[src/rtl/cla_multiword_seq_if.sv]
// Requester-side bus of the multiword adder sequencer.
// The sub line exists only when CLA_SEQ_SUB_EN is defined.
interface cla_multiword_seq_if #(
  parameter int WORDS = 4
);
  localparam int W = 16 * WORDS;

  logic         start;
  logic [W-1:0] a;
  logic [W-1:0] b;
  logic         cin;
`ifdef CLA_SEQ_SUB_EN
  logic         sub;
`endif
  logic         busy;
  logic         done;
  logic [W-1:0] sum;
  logic         cout;

`ifdef CLA_SEQ_SUB_EN
  modport master (output start, a, b, cin, sub, input busy, done, sum, cout);
  modport slave  (input start, a, b, cin, sub, output busy, done, sum, cout);
`else
  modport master (output start, a, b, cin, input busy, done, sum, cout);
  modport slave  (input start, a, b, cin, output busy, done, sum, cout);
`endif
endinterface

[src/rtl/cla_multiword_seq.sv]
// Adds WORDS*16-bit operands one 16-bit word per cycle through a single 16-bit CLA.
// Defining CLA_SEQ_SUB_EN adds a subtract mode (invert B, force carry-in to 1).
//
// state  | meaning
// S_IDLE | waiting for start; sum/cout hold the last result
// S_RUN  | one word per cycle through the CLA, LSW first; busy=1
// S_DONE | done=1 for one cycle; working word copied to sum/cout at its edge
module cla_multiword_seq #(
  parameter int WORDS = 4
) (
  input  logic                clk,
  input  logic                rst,
  cla_multiword_seq_if.slave  bus
);
  localparam int W  = 16 * WORDS;
  localparam int IW = $clog2(WORDS);

  typedef enum logic [1:0] {S_IDLE, S_RUN, S_DONE} state_t;

  state_t                  state_q, state_d;
  logic [WORDS-1:0][15:0]  a_q, a_d;
  logic [WORDS-1:0][15:0]  b_q, b_d;
  logic [WORDS-1:0][15:0]  work_q, work_d;
  logic [IW-1:0]           idx_q, idx_d;
  logic                    carry_q, carry_d;
  logic [W-1:0]            sum_q, sum_d;
  logic                    cout_q, cout_d;
`ifdef CLA_SEQ_SUB_EN
  logic                    sub_q, sub_d;
`endif

  logic [15:0] cla_a, cla_b, cla_s;
  logic        cla_ci, cla_co;
  logic [15:0] cla_g, cla_p;
  logic [3:0]  grp_g, grp_p;
  logic        grp_c, bit_c;
  logic        accept;

  // Start is honoured in IDLE and in DONE, so back-to-back operations lose no cycle.
  assign accept = bus.start && (state_q != S_RUN);

  assign cla_a  = a_q[idx_q];
`ifdef CLA_SEQ_SUB_EN
  assign cla_b  = sub_q ? ~b_q[idx_q] : b_q[idx_q];
`else
  assign cla_b  = b_q[idx_q];
`endif
  assign cla_ci = carry_q;

  always_comb begin
    cla_g = cla_a & cla_b;
    cla_p = cla_a ^ cla_b;
    grp_g = '0;
    grp_p = '0;
    for (int j = 0; j < 4; j++) begin
      grp_g[j] = cla_g[4*j+3]
               | (cla_p[4*j+3] & cla_g[4*j+2])
               | ((&cla_p[4*j+2 +: 2]) & cla_g[4*j+1])
               | ((&cla_p[4*j+1 +: 3]) & cla_g[4*j]);
      grp_p[j] = &cla_p[4*j +: 4];
    end
  end

  // Group carries come from group generate/propagate; bit carries only inside a nibble.
  always_comb begin
    cla_s = '0;
    grp_c = cla_ci;
    bit_c = 1'b0;
    for (int j = 0; j < 4; j++) begin
      bit_c = grp_c;
      for (int i = 0; i < 4; i++) begin
        cla_s[4*j+i] = cla_p[4*j+i] ^ bit_c;
        bit_c        = cla_g[4*j+i] | (cla_p[4*j+i] & bit_c);
      end
      grp_c = grp_g[j] | (grp_p[j] & grp_c);
    end
    cla_co = grp_c;
  end

  always_comb begin
    state_d = state_q;
    a_d     = a_q;
    b_d     = b_q;
    work_d  = work_q;
    idx_d   = idx_q;
    carry_d = carry_q;
    sum_d   = sum_q;
    cout_d  = cout_q;
`ifdef CLA_SEQ_SUB_EN
    sub_d   = sub_q;
`endif
    case (state_q)
      S_RUN: begin
        work_d[idx_q] = cla_s;
        carry_d       = cla_co;
        if (idx_q == IW'(WORDS - 1)) begin
          idx_d   = '0;
          state_d = S_DONE;
        end else begin
          idx_d = idx_q + 1'b1;
        end
      end
      S_DONE: begin
        sum_d   = work_q;
        cout_d  = carry_q;
        state_d = S_IDLE;
      end
      default: ;
    endcase
    if (accept) begin
      a_d     = bus.a;
      b_d     = bus.b;
      idx_d   = '0;
      state_d = S_RUN;
`ifdef CLA_SEQ_SUB_EN
      sub_d   = bus.sub;
      carry_d = bus.sub ? 1'b1 : bus.cin;
`else
      carry_d = bus.cin;
`endif
    end
  end

  always_ff @(posedge clk or posedge rst) begin
    if (rst) begin
      state_q <= S_IDLE;
      a_q     <= '0;
      b_q     <= '0;
      work_q  <= '0;
      idx_q   <= '0;
      carry_q <= 1'b0;
      sum_q   <= '0;
      cout_q  <= 1'b0;
`ifdef CLA_SEQ_SUB_EN
      sub_q   <= 1'b0;
`endif
    end else begin
      state_q <= state_d;
      a_q     <= a_d;
      b_q     <= b_d;
      work_q  <= work_d;
      idx_q   <= idx_d;
      carry_q <= carry_d;
      sum_q   <= sum_d;
      cout_q  <= cout_d;
`ifdef CLA_SEQ_SUB_EN
      sub_q   <= sub_d;
`endif
    end
  end

  assign bus.busy = (state_q == S_RUN);
  assign bus.done = (state_q == S_DONE);
  assign bus.sum  = sum_q;
  assign bus.cout = cout_q;
endmodule

[src/flat_wrapper.sv]
// flat-port wrapper written by rule: the top's interface ports become plain ports
module cla_multiword_seq_flat 
#(
  parameter int WORDS = 4
)
  (clk, rst, bus_start, bus_a, bus_b, bus_cin, bus_busy, bus_done, bus_sum, bus_cout);
  cla_multiword_seq_if #(.WORDS(WORDS)) bus_i ();
  input  logic clk;
  input  logic rst;
  input wire logic [$bits(bus_i.start)-1:0] bus_start;
  input wire logic [$bits(bus_i.a)-1:0] bus_a;
  input wire logic [$bits(bus_i.b)-1:0] bus_b;
  input wire logic [$bits(bus_i.cin)-1:0] bus_cin;
  output wire logic [$bits(bus_i.busy)-1:0] bus_busy;
  output wire logic [$bits(bus_i.done)-1:0] bus_done;
  output wire logic [$bits(bus_i.sum)-1:0] bus_sum;
  output wire logic [$bits(bus_i.cout)-1:0] bus_cout;
  assign bus_i.start = bus_start;
  assign bus_i.a = bus_a;
  assign bus_i.b = bus_b;
  assign bus_i.cin = bus_cin;
  assign bus_busy = bus_i.busy;
  assign bus_done = bus_i.done;
  assign bus_sum = bus_i.sum;
  assign bus_cout = bus_i.cout;
  cla_multiword_seq #(.WORDS(WORDS)) u_core (.clk(clk), .rst(rst), .bus(bus_i));
endmodule
[config.mk]
export PLATFORM = sky130hd
export DESIGN_NAME = cla_multiword_seq_flat
export DESIGN_NICKNAME = d
export VERILOG_FILES = /design/src/rtl/cla_multiword_seq_if.sv /design/src/rtl/cla_multiword_seq.sv /design/src/flat_wrapper.sv
export SDC_FILE = /design/constraint.sdc
export NUM_CORES = 1
export LEC_CHECK = 0
export ABC_AREA = 1
export BUFFER_PORTS_ARGS = -buffer_cell sky130_fd_sc_hd__buf_4
export CELL_PAD_IN_SITES_DETAIL_PLACEMENT = 2
export CELL_PAD_IN_SITES_GLOBAL_PLACEMENT = 2
export CORE_ASPECT_RATIO = 0.9
export CORE_MARGIN = 1
export CORE_UTILIZATION = 28
export DETAILED_ROUTE_END_ITERATION = 8
export PLACE_DENSITY_LB_ADDON = 0.1
export SKIP_CTS_REPAIR_TIMING = 1
export SLEW_MARGIN = 15
export SYNTH_ARGS = -nofsm -noshare
export SYNTH_HDL_FRONTEND = slang
export SYNTH_SLANG_ARGS = --single-unit
[constraint.sdc]
create_clock -name clk -period 22.8 [get_ports clk]
set_input_delay 2.28 -clock clk [delete_from_list [all_inputs] [get_ports clk]]
set_output_delay 2.28 -clock clk [all_outputs]
set_load 0.01 [all_outputs]
# ---- Word-level counts from Yosys, hierarchy flattened
# Cells that the tools add are included.
# W data, S select, Z words.
dict set report totals {
  regBits 262
  input_bits 132
  output_inout_bits 67
  wordCells 131
}
dict set report classes {
  addsub 1
  magnitude_cmp 2
  n_eq_ne 5
  mux 15
  bitwise_logic 74
  n_reduce_logical 17
}
# cell n
set op_table {}
lappend op_table {{$bmux W16 S2} 2}
lappend op_table {{$bwmux W64} 1}
lappend op_table {{$mux W16} 3}
lappend op_table {{$demux W16 S2} 1}
lappend op_table {{$and A1 B1 Y1} 28}
lappend op_table {{$or A1 B1 Y1} 28}
lappend op_table {{$and A16 B16 Y16} 1}
lappend op_table {{$reduce_and A4 Y1} 4}
lappend op_table {{$xor A1 B1 Y1} 16}
lappend op_table {{$xor A16 B16 Y16} 1}
lappend op_table {{$reduce_and A3 Y1} 4}
lappend op_table {{$mux W2} 5}
lappend op_table {{$reduce_and A2 Y1} 5}
lappend op_table {{$eq A2 B2 Y1 const B} 2}
lappend op_table {{$pmux W2 S2} 1}
lappend op_table {{$lt A2 B3 Y1 const B} 1}
lappend op_table {{$ne A3 B1 Y1 const B} 1}
lappend op_table {{$reduce_bool A3 Y1} 1}
lappend op_table {{$add A2 B1 Y2 const B} 1}
lappend op_table {{$eq A2 B1 Y1 const B} 1}
lappend op_table {{$ge A2 B1 Y1 const B} 1}
lappend op_table {{$logic_and A1 B1 Y1} 2}
lappend op_table {{$mux W1} 2}
lappend op_table {{$ne A2 B1 Y1 const B} 1}
lappend op_table {{$reduce_bool A2 Y1} 1}

# ---- Logic depth before layout (Yosys ltp)
dict set report logic_depth {
  word_depth 20
  mapped_depth 19
  ltp_nobuf 18
}

# ---- Least setup slack after synthesis
# Ideal clock, no wire load.
dict set report synth_path {
  path_kind {register to register}
  start {register u_core.idx_q[0]}
  end {register u_core.work_q[15] (netlist bit)}
  setup_time_ps 129
  arrival_time_ps 3379
  t_required_ps 22671
  slack_ps 19291
  stages_incl_launch_ff 18
  n_path_buf 2
  synth_period_minus_slack_ps 3509
  path_cell_list {dfrtp_1 inv_1 buf_2 clkbuf_1 nor2_1 o22ai_1 ha_1 nand3_1 nor2_1 nor2_1 nand2_1 nand2_1 nand2_1 fa_1 fa_1 fa_1 xnor2_1 o21ai_0}
}
dict set report synth_via {
  elab_chain_len 20
  word_cells_on_any_way 52
  cone_classes {2 x order compare; 7 x mux; 33 x bitwise; 10 x reduce/logical}
}
# item line_no
set synth_rtl {}
lappend synth_rtl {{start: declaration} cla_multiword_seq.sv:24} ;# logic [IW-1:0] idx_q, idx_d;
lappend synth_rtl {{start signal: assignment} cla_multiword_seq.sv:142} ;# idx_q <= idx_d;
lappend synth_rtl {{$bmux W16 S2 (on tied branches)} {cla_multiword_seq.sv:42, cla_multiword_seq.sv:46}}
lappend synth_rtl {{$mux W16 (on tied branches)} {cla_multiword_seq.sv:42, cla_multiword_seq.sv:46}}
lappend synth_rtl {{$xor A16 B16 Y16 or $and A16 B16 Y16 (tied branches)} {cla_multiword_seq.sv:52, cla_multiword_seq.sv:51}}
lappend synth_rtl {{$and A1 B1 Y1 or $reduce_and A2 Y1 (tied branches)} {cla_multiword_seq.sv:57, cla_multiword_seq.sv:58}}
lappend synth_rtl {{$or A1 B1 Y1 or $and A1 B1 Y1 (tied branches)} {cla_multiword_seq.sv:57, cla_multiword_seq.sv:58}}
lappend synth_rtl {{$or A1 B1 Y1} cla_multiword_seq.sv:58} ;# | ((&cla_p[4*j+2 +: 2]) & cla_g[4*j+1])
lappend synth_rtl {{$or A1 B1 Y1} cla_multiword_seq.sv:59} ;# | ((&cla_p[4*j+1 +: 3]) & cla_g[4*j]);
lappend synth_rtl {{$or A1 B1 Y1} cla_multiword_seq.sv:75} ;# grp_c = grp_g[j] | (grp_p[j] & grp_c);
lappend synth_rtl {{(+4 left out)} n/a}
lappend synth_rtl {{$and A1 B1 Y1} cla_multiword_seq.sv:73} ;# bit_c = cla_g[4*j+i] | (cla_p[4*j+i] & bit_c);
lappend synth_rtl {{$or A1 B1 Y1} cla_multiword_seq.sv:73}
lappend synth_rtl {{$and A1 B1 Y1} cla_multiword_seq.sv:73}
lappend synth_rtl {{$or A1 B1 Y1} cla_multiword_seq.sv:73}
lappend synth_rtl {{$and A1 B1 Y1} cla_multiword_seq.sv:73}
lappend synth_rtl {{$or A1 B1 Y1} cla_multiword_seq.sv:73}
lappend synth_rtl {{$xor A1 B1 Y1} cla_multiword_seq.sv:72} ;# cla_s[4*j+i] = cla_p[4*j+i] ^ bit_c;
lappend synth_rtl {{$bwmux W64 (*)} cla_multiword_seq.sv:94} ;# work_d[idx_q] = cla_s;
lappend synth_rtl {{end signal: assignment} cla_multiword_seq.sv:141} ;# work_q <= work_d;
lappend synth_rtl {{end: declaration} cla_multiword_seq.sv:23} ;# logic [WORDS-1:0][15:0] work_q, work_d;
# Mark *: on every way between the ends. The rest lies on a longest branch, timed or not. The select of a mux whose other input is x is not followed.
# A chain may end at the register's enable or synchronous reset.

# ---- Final worst setup path
dict set report layout_path {
  start {register u_core.idx_q[0]}
  end {register u_core.work_q[47] (netlist bit)}
}
# Same word-level chain as after synthesis.

==> out/qor.yml <==
layout:
  nFillCells: 4406
  layout.nets: 1409
  multi_input_area_um2: 4610
  syn_to_final_growth_pct: 25.2
  layout-drive-gt1-share: 0.307
  seqCellArea_um2: 6560
cts:
  clock_latency_ns: 0.57
  clkTransAtPathRegs_ns: 0.06
  cts_tree: "yes"
  htreeDepth: 1
  clockBufferDepth: 3
  clockRootBuffer: "clkbuf_16"
  clock-sinks: 262
  numCtsBuffers: 31
critical_path:
  worstPathCellList: "buf_4 -> inv_2 -> buf_4 -> o21ai_0 -> o22ai_1 -> ha_1 -> nand3_1 -> nor2_1 -> nor2_1 -> nand2_1 -> nand2_1 -> nand2_1 -> fa_1 -> fa_1 -> fa_1 -> xnor2_1 -> o21ai_0"
  ff2ff_setup_slack_ns: 17.98
  cp_max_fo: 69
  worstSetupStartpointType: "register"
  cp_slowest_cell: "buf_4"
  crit_arrival_ns: 5.22
  rr_startpoint: "u_core.idx_q[0]"
  required_ns: 23.20
  cp-end-kind: "register"
  cp_slowest_stage_delay_ns: 0.55
  crit_path_start: "u_core.idx_q[0]"
  critPathKind: "reg -> reg"
drt:
  vias_per_cell: 4.48
  drt_first_pass_iters: 4
  vias: 8102
  ant_nets: 0
  drt_wl_total_um: 34100
  drc: 0
  dr.first_iter.drc_count: 239
  wl_per_cell_um: 18.9
logic_synthesis:
  yosysSeqAreaShare: 0.564
  synth_cells: 1064
  synth.area.top_cells: "dfrtp_1 (56%), mux2_4 (11%), nand2_1 (9.2%)"
  ys_async_sr_fraction: 1.00
  synthFlopType: "dfrtp_1"
  yosysTopAreaCell: "dfrtp_1"
  avgSynthCellArea_um2: 10.9
  synth.top_cell.area_share: 0.564
  synth_cell_types: 24
  syn_nets: 1230
  synthTopCellsByCount: "nand2_1 (285), dfrtp_1 (262), o21ai_0 (129)"
  yosysMostFrequentCell: "nand2_1"
  netlist_area_um2: 11600
  synth-edff-count: 0
  synth_seq_cells: 262
  ys_warn_count: 0
die:
  die_w_um: 217
  die_h_um: 195
  rows: 70
  fp.dieArea_um2: 42300
  coreArea_um2: 40700
  start_util: 0.285
  ios: 199
timing:
  fmax_mhz: 207
  relSlewSlack: 0.279
  setup_viol: 0
  min_period_ns: 4.82
  finClkSkew_ns: 0.00926
  setup_slack_ns: 17.98
  tns_ns: 0
  finalHoldViolations: 0
  rsz0062_at_grt: "no"
  tightest_slew_ns: 1.08
  final_max_slew_viol_count: 0
  fin_crit_sh: 0.211
place:
  hpwl_um: 23300
  place.gp.congestion: 0.700
  portBuffers: 198
  pre_cts_slack_ns: 17.85
global_route:
  antenna_found_initial: 4
  grt_usage: 0.165
  grt_pass1_wl_um: 54100
  grt_pass1_vias: 9035
  grt_overflow_total: 0
  grt_max_degree: 125
power:
  power.leakage_nw: 7.21
  ir_drop_v: 0.0000655
  powerDensity_nw_per_um2: 172
run_status:
  status: "completed"
hold_path:
  hold_path.class: "reg -> reg"
  hp-start: "u_core.bus.sum[34]"
flow_run:
  maxCapViolations: 0
## path summary, 6_finish.rpt
check / endpoint / cells past startpoint
hold / removal: u_core.bus.sum[34] / 2
setup / recovery: u_core.work_q[47] / 17
max in group asynchronous: u_core.idx_q[0] / 3
min in group asynchronous: u_core.bus.sum[37] / 2
setup reg to reg: u_core.work_q[47] / 17
hold reg to reg: u_core.bus.sum[34] / 2
## flip-flops by register name, indices dropped and copies added, names as in the netlist
signal and cells:
u_core.carry_q 1, u_core.idx_q 2, u_core.state_q 2, u_core.a_q 64
u_core.bus.cout 1, u_core.work_q 64, u_core.b_q 64, u_core.bus.sum 64
## where the power goes
part,internal [mW],switching (mW)
Sequential,0.687,0.132
Clock,0.284,0.199
Combinational,0.459,0.741
Total,1.43,1.07
## cells by family (layout without fill, tap and decap cells)
kind of cell	after synthesis	count (layout)	share of synthesized area
other	0	2	0
buffers and inverters	99	300	0.0404
XOR/XNOR	4	4	0.00301
adder cells (fa/ha/maj)	34	34	0.0444
flip-flops	262	262	0.564
AO/OA/AOI/OAI	171	171	0.0783
multiplexers	126	126	0.150
AND/OR/NAND/NOR	368	368	0.120
## critical path: cells and delay by family (launching register included)
| family | cells | cell delay, ns |
|---|---|---|
| and+or+nand+nor | 6 | 0.52 |
| adders and majority gates | 4 | 1.51 |
| AOI/OAI and AO/OA | 3 | 0.74 |
| xor gates and xnor gates | 1 | 0.46 |
| buffers and inverters | 3 | 0.97 |
| DFF | 1 | 0.38 |
## metal layers
metal | vias up | global-route usage | wire length [um]
met5 | - | 0 | 27
met4 | 4 | 0.0347 | 608
met3 | 47 | 0.0290 | 1330
met2 | 158 | 0.268 | 15800
met1 | 4007 | 0.230 | 16300
li1 | 3886 | - | -
## per-stage QoR
step	cells	area, um2	total power, mW	hold slack, ns	utilization
after floorplan	1064	11600	1.53	0.446	-
after global placement	1750	13500	2.05	0.456	0.333
after detailed placement	1750	13500	2.09	0.464	0.333
after CTS	1805	14500	2.59	0.478	0.357
after global routing	1806	14500	2.73	0.492	0.357
final	1807	14500	2.50	0.470	0.357
## cell usage in the layout (no fill, tap or decap), types with 30 or more instances in the layout
master,instances
buf_4,207
dfrtp_1,261
o22ai_1,30
o21ai_0,129
inv_1,33
mux2_4,85
clkbuf_16,31
nand2_1,285
mux2_2,41
nor2_1,74
## final cells by class
type,instances,area share
inverters,38,0.0105
multi-input cells,703,0.317
repair buffers,207,0.107
flip-flops and latches,262,0.451
well taps,540,0.0465
diodes,2,0.000344
clock inverters,6,0.00249
clock buffers,49,0.0656
Note: power is estimated with default switching activity, not from simulation.
